**config.mk**
```make
export PLATFORM = sky130hd
export DESIGN_NAME = pack_station_arbiter_flat
export DESIGN_NICKNAME = d
export VERILOG_FILES = /design/src/rtl/pack_station_arbiter_if.sv /design/src/rtl/pack_station_arbiter.sv /design/src/flat_wrapper.sv
export SDC_FILE = /design/constraint.sdc
export NUM_CORES = 1
export LEC_CHECK = 0
export ABC_CLOCK_PERIOD_IN_PS = 2050
export BUFFER_PORTS_ARGS = -buffer_cell sky130_fd_sc_hd__buf_2
export CAP_MARGIN = 0
export CORE_MARGIN = 3
export CORE_UTILIZATION = 47
export CTS_BUF_LIST = sky130_fd_sc_hd__clkbuf_16
export DETAILED_ROUTE_END_ITERATION = 12
export HOLD_SLACK_MARGIN = 0.1
export MAX_ROUTING_LAYER = met4
export PLACE_DENSITY_LB_ADDON = 0.25
export SYNTH_ARGS = -nofsm -noshare
export SYNTH_HDL_FRONTEND = slang
export SYNTH_SLANG_ARGS = --single-unit
export TNS_END_PERCENT = 100
```
**constraint.sdc**
```tcl
create_clock -name clk -period 2.05 [get_ports clk]
set_clock_uncertainty 0.2 [all_clocks]
set_input_delay 0.1025 -clock clk [delete_from_list [all_inputs] [get_ports clk]]
set_output_delay 0.1025 -clock clk [all_outputs]
set_load 0.01 [all_outputs]
```
**src/rtl/pack_station_arbiter_if.sv**
```systemverilog
// pack_station_arbiter_if
//   Handshake bundle between the production-line FSMs and the packing-station
//   arbiter.
//   Line side  : req_bajos/req_altos, cnt_bajos/cnt_altos, stop
//   Arbiter    : gnt_bajos/gnt_altos, pack_pulse, done_bajos/done_altos,
//                remaining, state
//   Modports   : master = line/controller side, slave = arbiter side.
interface pack_station_arbiter_if #(
    parameter int CNT_W = 3
);
    logic             req_bajos;
    logic             req_altos;
    logic [CNT_W-1:0] cnt_bajos;
    logic [CNT_W-1:0] cnt_altos;
    logic             stop;
    logic             gnt_bajos;
    logic             gnt_altos;
    logic             pack_pulse;
    logic             done_bajos;
    logic             done_altos;
    logic [CNT_W-1:0] remaining;
    logic [1:0]       state;

    modport master (
        output req_bajos, req_altos, cnt_bajos, cnt_altos, stop,
        input  gnt_bajos, gnt_altos, pack_pulse, done_bajos, done_altos,
               remaining, state
    );

    modport slave (
        input  req_bajos, req_altos, cnt_bajos, cnt_altos, stop,
        output gnt_bajos, gnt_altos, pack_pulse, done_bajos, done_altos,
               remaining, state
    );
endinterface

```
**src/rtl/pack_station_arbiter.sv**
```systemverilog
// pack_station_arbiter
//   Shares the single packing station between the bajos (low-sock) and altos
//   (high-sock) lines. Grants one line per batch, times PACK_CYCLES clocks per
//   packed pair, pulses pack_pulse per pair and done_x at batch completion.
//   Ports:
//     clk   : system clock, rising edge
//     reset : synchronous, active-low
//     bus   : pack_station_arbiter_if.slave (requests, counts, stop in;
//             grants, pack_pulse, done pulses, remaining, state out)
//   Optional feature: define PACK_FIXED_PRIORITY_EN to make bajos win every
//   tie; by default ties alternate round-robin on the last served line.
module pack_station_arbiter #(
    parameter int PACK_CYCLES = 4,
    parameter int CNT_W       = 3
) (
    input  logic                    clk,
    input  logic                    reset,
    pack_station_arbiter_if.slave   bus
);
    localparam int TW = (PACK_CYCLES > 1) ? $clog2(PACK_CYCLES) : 1;
    localparam logic [TW-1:0] TIMER_LAST = TW'(PACK_CYCLES - 1);

    typedef enum logic [1:0] {
        ST_IDLE = 2'b00,
        ST_PACK = 2'b01,
        ST_DONE = 2'b10
    } state_e;

    typedef enum logic {
        OWN_BAJOS = 1'b0,
        OWN_ALTOS = 1'b1
    } owner_e;

    state_e           state_q, state_d;
    owner_e           owner_q, owner_d;
    owner_e           last_q, last_d;
    logic [TW-1:0]    timer_q, timer_d;
    logic [CNT_W-1:0] rem_q, rem_d;

    logic valid_b, valid_a, pick_b, owner_req, pulse_due;

    assign valid_b = bus.req_bajos && (bus.cnt_bajos != '0);
    assign valid_a = bus.req_altos && (bus.cnt_altos != '0);

`ifdef PACK_FIXED_PRIORITY_EN
    assign pick_b = valid_b;
`else
    // bajos wins unless altos also wants it and bajos was served last
    assign pick_b = valid_b && (!valid_a || (last_q == OWN_ALTOS));
`endif

    assign owner_req = (owner_q == OWN_BAJOS) ? bus.req_bajos : bus.req_altos;
    assign pulse_due = (state_q == ST_PACK) && !bus.stop && (timer_q == TIMER_LAST);

    always_ff @(posedge clk) begin
        if (!reset) begin
            state_q <= ST_IDLE;
            owner_q <= OWN_BAJOS;
            last_q  <= OWN_ALTOS;
            timer_q <= '0;
            rem_q   <= '0;
        end else begin
            state_q <= state_d;
            owner_q <= owner_d;
            last_q  <= last_d;
            timer_q <= timer_d;
            rem_q   <= rem_d;
        end
    end

    always_comb begin
        state_d = state_q;
        owner_d = owner_q;
        last_d  = last_q;
        timer_d = timer_q;
        rem_d   = rem_q;
        unique case (state_q)
            ST_IDLE: begin
                if (!bus.stop && (pick_b || valid_a)) begin
                    state_d = ST_PACK;
                    timer_d = '0;
                    if (pick_b) begin
                        owner_d = OWN_BAJOS;
                        rem_d   = bus.cnt_bajos;
                    end else begin
                        owner_d = OWN_ALTOS;
                        rem_d   = bus.cnt_altos;
                    end
                end
            end
            ST_PACK: begin
                if (!bus.stop) begin
                    if (pulse_due) begin
                        timer_d = '0;
                        if (rem_q <= CNT_W'(1)) begin
                            state_d = ST_DONE;
                            rem_d   = '0;
                        end else begin
                            rem_d = rem_q - 1'b1;
                        end
                    end else begin
                        timer_d = timer_q + 1'b1;
                    end
                end
                // Abort overrides completion; the pulse above still fires.
                if (!owner_req) begin
                    state_d = ST_IDLE;
                    rem_d   = '0;
                    timer_d = '0;
                    last_d  = owner_q;
                end
            end
            ST_DONE: begin
                if (!bus.stop) begin
                    state_d = ST_IDLE;
                    last_d  = owner_q;
                end
            end
            default: state_d = ST_IDLE;
        endcase
    end

    always_comb begin
        bus.gnt_bajos  = (state_q != ST_IDLE) && (owner_q == OWN_BAJOS);
        bus.gnt_altos  = (state_q != ST_IDLE) && (owner_q == OWN_ALTOS);
        bus.pack_pulse = pulse_due;
        bus.done_bajos = (state_q == ST_DONE) && !bus.stop && (owner_q == OWN_BAJOS);
        bus.done_altos = (state_q == ST_DONE) && !bus.stop && (owner_q == OWN_ALTOS);
        bus.remaining  = rem_q;
        bus.state      = state_q;
    end

    a_one_grant: assert property (@(posedge clk) disable iff (!reset)
        !(bus.gnt_bajos && bus.gnt_altos));
    a_pulse_in_pack: assert property (@(posedge clk) disable iff (!reset)
        bus.pack_pulse |-> (state_q == ST_PACK));
    a_done_b_gnt: assert property (@(posedge clk) disable iff (!reset)
        bus.done_bajos |-> bus.gnt_bajos);
    a_done_a_gnt: assert property (@(posedge clk) disable iff (!reset)
        bus.done_altos |-> bus.gnt_altos);
endmodule

```
**src/flat_wrapper.sv**
```systemverilog
// flat-port wrapper written by rule: the top's interface ports become plain ports
module pack_station_arbiter_flat 
#(
    parameter int PACK_CYCLES = 4,
    parameter int CNT_W       = 3
)
  (clk, reset, bus_req_bajos, bus_req_altos, bus_cnt_bajos, bus_cnt_altos, bus_stop, bus_gnt_bajos, bus_gnt_altos, bus_pack_pulse, bus_done_bajos, bus_done_altos, bus_remaining, bus_state);
  pack_station_arbiter_if #(.CNT_W(CNT_W)) bus_i ();
  input  logic clk;
  input  logic reset;
  input wire logic [$bits(bus_i.req_bajos)-1:0] bus_req_bajos;
  input wire logic [$bits(bus_i.req_altos)-1:0] bus_req_altos;
  input wire logic [$bits(bus_i.cnt_bajos)-1:0] bus_cnt_bajos;
  input wire logic [$bits(bus_i.cnt_altos)-1:0] bus_cnt_altos;
  input wire logic [$bits(bus_i.stop)-1:0] bus_stop;
  output wire logic [$bits(bus_i.gnt_bajos)-1:0] bus_gnt_bajos;
  output wire logic [$bits(bus_i.gnt_altos)-1:0] bus_gnt_altos;
  output wire logic [$bits(bus_i.pack_pulse)-1:0] bus_pack_pulse;
  output wire logic [$bits(bus_i.done_bajos)-1:0] bus_done_bajos;
  output wire logic [$bits(bus_i.done_altos)-1:0] bus_done_altos;
  output wire logic [$bits(bus_i.remaining)-1:0] bus_remaining;
  output wire logic [$bits(bus_i.state)-1:0] bus_state;
  assign bus_i.req_bajos = bus_req_bajos;
  assign bus_i.req_altos = bus_req_altos;
  assign bus_i.cnt_bajos = bus_cnt_bajos;
  assign bus_i.cnt_altos = bus_cnt_altos;
  assign bus_i.stop = bus_stop;
  assign bus_gnt_bajos = bus_i.gnt_bajos;
  assign bus_gnt_altos = bus_i.gnt_altos;
  assign bus_pack_pulse = bus_i.pack_pulse;
  assign bus_done_bajos = bus_i.done_bajos;
  assign bus_done_altos = bus_i.done_altos;
  assign bus_remaining = bus_i.remaining;
  assign bus_state = bus_i.state;
  pack_station_arbiter #(.PACK_CYCLES(PACK_CYCLES), .CNT_W(CNT_W)) u_core (.clk(clk), .reset(reset), .bus(bus_i));
endmodule
```
Word level (Yosys, flattened, before mapping)
Cells that the tools add are included.
{ "classes": {"n_shift": 0, "n_addsub": 2, "n_reduce_logical": 26, "n_div": 0, "mux": 24, "multipliers": 0, "eq_ne": 9, "bitwise": 1, "order_cmp": 1} }
{ "op_table": {"columns": ["operator", "n"], "rows": [
  ["2-bit two-way mux", 10],
  ["3-bit two-way mux", 6],
  ["1-bit logical AND", 11],
  ["3-bit inequality test, second input constant", 3],
  ["2-bit case mux with 3 select lines", 1],
  ["3-bit case mux with 2 select lines", 1],
  ["3-bit AND reduction", 2],
  ["2-bit nonzero test", 3],
  ["3-bit nonzero test", 2],
  ["5-bit AND reduction", 1],
  ["2-bit == test, second input constant", 2],
  ["1-bit two-way mux", 4],
  ["2-bit inequality test, second input constant", 2],
  ["2-bit case mux with 2 select lines", 1],
  ["4-bit AND reduction", 1],
  ["3-bit by 1-bit <= comparator with 1-bit output, second input constant", 1],
  ["3-bit by 1-bit subtractor with 3-bit output, second input constant", 1],
  ["2-bit by 1-bit adder with 2-bit output, second input constant", 1],
  ["2-bit by 1-bit == test with 1-bit output, second input constant", 1],
  ["1-bit zero test", 2],
  ["2-bit zero test", 1],
  ["1-bit logical OR", 2],
  ["2-bit by 1-bit inequality test with 1-bit output, second input constant", 1],
  ["1-bit case mux with 2 select lines", 1],
  ["2 further kinds", 2]
]} }
{ "word_totals": {"output_inout_bits": 10, "elab_cells": 68, "latch_bits": 0, "memories": 0, "reg_bits": 9, "mem_bits_ro": 0, "mem_bits_rw": 0} }

Longest topological paths before layout
Gate-level depths: netlist of run 1.
{ "depth": {"ltp_word": 9, "depth_mapped": 7, "depth_no_buf": 7} }

Worst setup path before layout of run 1
No wires, ideal clock.
{ "synth_timing": {"kind": "reg-to-reg", "from": "reg u_core.rem_q[1], in the netlist u_core.bus.remaining[1]", "to": "reg u_core.rem_q[0], in the netlist u_core.bus.remaining[0]", "n_path_buf": 0, "path_stages_with_launch": 7, "required_time_ps": 1780, "setup_slack_ps": 439, "arrival_time_ps": 1341, "path_cell_list": "dfxtp_1 > inv_1 > ha_1 > o21ba_2 > nor2_1 > o32a_1 > a21oi_1"} }
{ "synth_via": {"elab_chain_cells": 6} }
{ "synth_lines": {"columns": ["item", "line_no", "text"], "rows": [
  ["start: declaration", "pack_station_arbiter.sv:38", "logic [CNT_W-1:0] rem_q, rem_d;"],
  ["start signal: assignment", "pack_station_arbiter.sv:67", "rem_q <= rem_d;"],
  ["3-bit by 1-bit <= comparator with 1-bit output", "pack_station_arbiter.sv:95", "if (rem_q <= CNT_W'(1)) begin"],
  ["3-bit two-way mux", "pack_station_arbiter.sv:95", null],
  ["3-bit two-way mux", "pack_station_arbiter.sv:93", "if (pulse_due) begin"],
  ["3-bit two-way mux", "pack_station_arbiter.sv:92", "if (!bus.stop) begin"],
  ["3-bit two-way mux", "pack_station_arbiter.sv:106", "if (!owner_req) begin"],
  ["3-bit case mux with 2 select lines", "pack_station_arbiter.sv:77", "unique case (state_q)"]
]} }
No other way between the ends. The select of a mux whose other input is x is not followed.
A chain may end at the register's enable or synchronous reset.

Worst setup path after layout of run 1
{ "layout_timing": {"from": "reg u_core.owner_q", "to": "reg u_core.rem_q[2], in the netlist u_core.bus.remaining[2]"} }
{ "layout_via": {"elab_chain_cells": 3, "word_cells_on_any_way": 6} }
{ "layout_lines": {"columns": ["item", "line_no", "text"], "rows": [
  ["start: declaration", "pack_station_arbiter.sv:35", "owner_e owner_q, owner_d;"],
  ["start signal: assignment", "pack_station_arbiter.sv:64", "owner_q <= owner_d;"],
  ["1-bit two-way mux (*)", "pack_station_arbiter.sv:52", "assign owner_req = (owner_q == OWN_BAJOS) ? bus.req_bajos : bus.req_altos;"],
  ["3-bit inequality test (no line) or 3-bit two-way mux (tied branches)", null, null],
  ["4-bit AND reduction (no line) or 3-bit case mux with 2 select lines (tied branches)", null, null]
]} }
Every way passes the cells marked *; elsewhere a longest branch is shown, timed or not.

==> results.md, run 1 <==
* WL final at 1600 microns
* Synth Area in XOR/XNOR at 0
* Register area share after synthesis at 0.290
* Post-DR vias/cell at ~5.6
* Initial core utilization at 0.531
* Max_slew headroom at 0.740
* DRT Pass-1 Iters at 4
* VDD IR max at about 0.00055 V
* Worst EP required at approximately 2 ns
* Vias in the first global route at roughly 660
* Ant. Diodes at 0
* Mapped Nets at 86
* Hold Crit Class: in -> reg
* Final Setup Violations at 0
* Avg Inst Size Synth at around 8.6 sq um
* GRT Total Usage at 0.210
* Root buf cell: clkbuf_16
* Worst-margin pin slew at 0.386 ns
* Yosys cell types at 26
* RSZ-0062 raised after global routing: false
* Max clock buf depth at 2
* Hold violation total from the final report at 0
* TritonCTS Buffers at 3
* Reg-to-Reg Start: u_core.owner_q
* Post-CTS sizing at 0
* P_leak at 0.394 nW
* Cell Rows at 12
* Port bufs at 20
* # placed instances at around 110
* Asr flop ratio synth at 0
* Max incr delay on CP at around 0.44 ns
* Synth Area in Simple Gates at 0.235
* Post-Synth Adder-Cell Area at 0.0604
* Fill cells at 90
* Routed Antenna Nets at 0
* Outcome: complete, no violations
* Total I/O pin count at 21
* Mux cell area share after synthesis at 0.119
* Worst-path clk slew at approximately 0.040 ns
* Final RePlAce weighted congestion at 0.747
* H-tree levels at 1
* Top-area cell type share of the netlist area at 0.290
* Violation count after the first detailed-route iteration at 9
* Synth Instances at 72
* Synth Warn # at 0
* Drc violations at 0
* Worst-Skew Late Latency at ~0.23 ns
* Synthesized area at 622 sq um
* Antenna violations before repair at 0
* Worst Setup SP: u_core.owner_q
* Core ar. at around 0.0012 sq mm
* Cell accounting for the most synthesized area: dfxtp_1
* Beginning of the worst hold path: bus_cnt_bajos[0]
* Kind of cell adding the most delay to the critical path: compound AO/OA/AOI/OAI gates
* WP data arrival at 1.83 ns
* Total Power at 682 uW
* Die ar. at between 0.0015 and 0.002 sq mm
* Finished Layout Cells at about 110
* Clk sinks at 9
* Hpwl dp at ~1200 microns
* Share of cells above drive strength 1 at 0.293
* Vert. Die Dim at around 42 microns
* CP startpoint kind: flop
* Vias at roughly 640
* Fmax at 0.534 GHz
* Fin util at 0.722
* Largest family of logic cells by synthesized area: compound AO/OA/AOI/OAI gates
* TritonCTS clock tree: done
* Area contributors post-synth: dfxtp_1 (29%), mux2i_1 (9.7%), nor2b_1 (9.1%)
* Critical-path cell with the highest stage delay: dfxtp_1
* Total global routing overflow at 0
* Avg WL per Cell at roughly 14 microns
* Final hold slack at ~0.16 ns
* Largest net degree at the start of global routing at 10
* Crit-path cells: mux2i_2, o21ai_2, a221oi_4, o21ai_1, a21oi_1
* Max-Cap Viols at 0
* P per Cell Area at a little over 800 mW/mm^2
* Post-layout min period at 1.87 ns
* Period utilisation layout at 0.913
* Seq cells post-synth at 9
* WP buf/inv at 0
* Max-slew violations at 0
* Synth Area in Compound Gates at 0.278
* Critical Path Fanout Max at 7
* Setup TNS at 0 ns
* Syn-to-layout area delta at 36.0%
* Critical path type: reg -> reg
* Final nets at 114
* Die Width at 42.4 microns
* Element type at the critical path end: flop
* Synth Flop Type: dfxtp_1
* Number of flops mapped to enable cells by yosys at 0
* Global-route wire length before repair at 2860 microns
final cells by class:
class | count | area, sq um | share of cell area
Tap cell | 14 | 17.5 | 0.0207
Multi-Input combinational cell | 60 | 430 | 0.509
Sequential cell | 9 | 180 | 0.213
Timing Repair Buffer | 23 | 128 | 0.151
Clock inverter | 1 | 3.75 | 0.00444
Clock buffer | 3 | 75.1 | 0.0888
Inverter | 3 | 11.3 | 0.0133
Yosys cell counts, drive strengths merged (2+ instances only):
| library cell | number |
|---|---|
| nor2b | 9 |
| nand2b | 3 |
| ha | 3 |
| o31ai | 2 |
| o32a | 2 |
| a21oi | 6 |
| o21ai | 5 |
| inv | 3 |
| dfxtp | 9 |
| nor2 | 6 |
| nor3 | 3 |
| mux2i | 7 |
| nand2 | 4 |
sequential cells by signal (all words and copies together), names as in the netlist:
signal / flops
u_core.timer_q: 2
u_core.bus.state: 2
u_core.last_q: 1
u_core.bus.remaining: 3
u_core.owner_q: 1
tightest hold or removal path, delay by kind of cell:
kind | cells | cell delay, ns
compound gates | 2 | 0.29
buf+inv | 1 | 0.09
mux | 1 | 0.07
placed cells by master, fill, tap and decap left out, drive strengths merged:
cell type    netlist  layout
mux2i              7       7
nor3               3       3
a21boi             1       1
o32a               2       2
nand3              1       1
o21bai             1       1
o21ai              5       5
nand2              4       4
o22a               1       1
dlygate4sd3        0       2
nor2               6       6
and2               1       1
nor3b              1       1
a221oi             1       1
o21a               1       1
dfxtp              9       9
o31ai              2       2
nor2b              9       9
inv                3       4
o21ba              1       1
nand2b             3       3
a21oi              6       6
clkbuf             0       3
ha                 3       3
a21o               1       1
buf                0      21
cells by family (layout without fill, tap and decap cells):
family          Yosys count  in the layout
flops                     9              9
compound gates           22             22
simple gates             28             28
mux                       7              7
buf+inv                   3             30
fa+ha+maj                 3              3
report_power, final:
| group | total [mW] | switching, mW | internal (mW) | leakage (nW) |
|---|---|---|---|---|
| combinational | 0.139 | 0.0709 | 0.0676 | 0.278 |
| clock | 0.339 | 0.0846 | 0.255 | 0.0423 |
| sequential | 0.204 | 0.0157 | 0.189 | 0.0738 |
| total | 0.682 | 0.171 | 0.511 | 0.394 |
repair_timing:
action / 4_1_cts / 5_1_grt
endpoints found under the hold margin: 9 / 0
hold buffers: 2 / 0
buffers inserted: 0 / 0
stage by stage:
stage | worst slack, ns | instance area [sq um]
2_1_floorplan | 0.439 | 622
3_3_place_gp | 0.351 | 747
3_5_place_dp | 0.262 | 747
4_1_cts | 0.163 | 846
5_1_grt | 0.0261 | 846
6_report | 0.178 | 846
final timing paths:
check	to	slack, ns	depth (start not counted)
worst max-delay path	u_core.bus.remaining[2]	0.18	5
worst min-delay path	u_core.bus.remaining[0]	0.16	4
worst max register to register	u_core.bus.remaining[2]	0.18	5
worst min register to register	u_core.timer_q[1]	0.29	2
routing by layer:
metal	track usage	routed length, microns	vias to the layer above
li1	-	-	318
met1	0.233	605	290
met2	0.353	849	24
met3	0.0515	114	5
met4	0.0932	28	0
met5	-	0	-
No activity file was read; power rests on OpenSTA's default activity.
==> run 2: changes to the inputs <==
--- a/config.mk
+++ b/config.mk
@@ -14,7 +14,7 @@
 export DETAILED_ROUTE_END_ITERATION = 12
 export HOLD_SLACK_MARGIN = 0.1
 export MAX_ROUTING_LAYER = met4
-export PLACE_DENSITY_LB_ADDON = 0.25
+export PLACE_DENSITY = 0.75
 export SYNTH_ARGS = -nofsm -noshare
 export SYNTH_HDL_FRONTEND = slang
 export SYNTH_SLANG_ARGS = --single-unit
==> results.md, run 2 (synthesis results as in run 1) <==
* Outcome: complete, no violations
* VDD IR max at 0.000945 V
* Die ar. at around 0.0018 sq mm
* Setup bufs post-CTS at 0
* Most frequent cells in the layout: buf_2 (20), nor2b_1 (9), dfxtp_1 (9)
* Fin area at 846 sq um
* R2R depth at 5
* Post-DR vias/cell at roughly 5.4
* Drc violations at 0
* Worst R2R Setup Slack at 0.28 ns
* Avg WL per Cell at 12.3 microns
* Element type at the critical path end: flop
* Worst-path clk slew at roughly 0.040 ns
* Post-layout min period at around 1.8 ns
* Final nets at roughly 110
* Total global routing overflow at 0
* Worst reg2reg path endpoint: u_core.bus.remaining[1]
* Max-Cap Viols at 0
* Die Width at about 42 microns
* Crit-path cells: mux2i_2, o21ai_2, a221oi_4, o21ai_1, a21oi_1
* Vert. Die Dim at ~42 microns
* Worst-Skew Late Latency at around 0.23 ns
* Post-DP Area at 747 sq um
* Reg-to-Reg Start: u_core.owner_q
* Fin util at 0.722
* TritonCTS Buffers at 3
* Root buf cell: clkbuf_16
* Ant. Diodes at 0
* Max incr delay on CP at approximately 0.43 ns
* Period utilisation layout at 0.863
* DRT Pass-1 Iters at 4
* Setup crit end: u_core.bus.remaining[1]
* Critical Path Fanout Max at 7
* P per Cell Area at around 800 mW/mm^2
* Largest net degree at the start of global routing at 10
* Final RePlAce weighted congestion at around 0.77
* Worst Setup SP: u_core.owner_q
* Max clock buf depth at 2
* Initial core utilization at 0.531
* Total Power at about 680 uW
* Vias at between 600 and 700
* Clk sinks at 9
* Global-route wire length before repair at ~2400 microns
* Vias in the first global route at between 500 and 600
* Port bufs at 20
* GRT Total Usage at 0.182
* Most common cell after layout, fill and taps aside: buf_2
* RSZ-0062 raised after global routing: false
* Post-CTS sizing at 0
* Hpwl dp at around 1100 microns
* Critical path type: reg -> reg
* Antenna violations before repair at 0
* Routed Antenna Nets at 0
* Violation count after the first detailed-route iteration at 7
* Total I/O pin count at 21
* Worst-margin pin slew at ~0.34 ns
* Syn-to-layout area delta at 36.0%
* H-tree levels at 1
* Max-slew violations at 0
* Fmax at between 0.5 and 0.6 GHz
* Critical-path cell with the highest stage delay: dfxtp_1
* Share of cells above drive strength 1 at 0.293
* Final Setup Violations at 0
* Setup TNS at 0 ns
* CP startpoint kind: flop
* Max reg flops at 3
* Worst EP required at ~2.0 ns
* Core ar. at roughly 0.0012 sq mm
* Hold violation total from the final report at 0
* Cell Rows at 12
* Max_slew headroom at 0.772
* TritonCTS clock tree: done
* P_leak at between 0.3 and 0.4 nW
* Hold Crit Class: in -> reg
* WP data arrival at around 1.7 ns
* WL final at 1390 microns
-- run 2: cell counts in the layout (fill, tap and decap cells not counted) --
No cell type changed its count.
-- run 2: what timing repair did --
item                                    4_1_cts  5_1_grt
hold buffers                                  2        0
endpoints found under the setup margin        0        0
endpoints found under the hold margin         9        0
-- run 2: layer usage --
layer	vias up	GRT usage	routed length, microns
met5	-	-	0
met4	0	0.0497	0
met3	0	0.0773	96
met2	21	0.267	685
met1	281	0.227	603
li1	313	-	-
-- run 2: how the worst min path moves through the flow --
stage | startpoint | end | slack [ns] | cells after the start
3_5_place_dp | reset | u_core.last_q | 0.16 | 2
4_1_cts | bus_cnt_bajos[2] | u_core.bus.remaining[2] | 0.16 | 4
5_1_grt | bus_cnt_altos[1] | u_core.bus.remaining[1] | 0.20 | 4
2_1_floorplan | reset | u_core.last_q | -0.04 | 1
3_3_place_gp | reset | u_core.last_q | 0.16 | 2
6_report | bus_cnt_bajos[2] | u_core.bus.remaining[2] | 0.16 | 4
-- run 2: through the flow --
step                      setup slack [ns]  std cells  hold slack, ns
after floorplan                      0.439         72         -0.0356
after global placement               0.351        107           0.158
after detailed placement             0.298        107           0.164
after CTS                            0.285        113           0.156
after global routing                0.0712        113           0.197
final                                0.282        113           0.161
-- run 2: cell type report --
class,count,area (sq um)
Multi-Input combinational cell,60,430
Inverter,3,11.3
Fill cell,105,325
Timing Repair Buffer,23,128
Clock inverter,1,3.75
Clock buffer,3,75.1
Tap cell,14,17.5
Sequential cell,9,180
-- run 2: where the power goes --
part	leakage, nW	switching [mW]	internal (mW)	total [mW]
clock network	0.0423	0.0825	0.255	0.337
logic	0.278	0.0659	0.0675	0.133
registers	0.0738	0.0159	0.189	0.205
total	0.394	0.164	0.511	0.675
-- run 2: critical path, delay by kind of cell (launching register included) --
kind | cells | cell delay (ns)
compound gates | 4 | 0.74
flops | 1 | 0.43
mux | 1 | 0.33
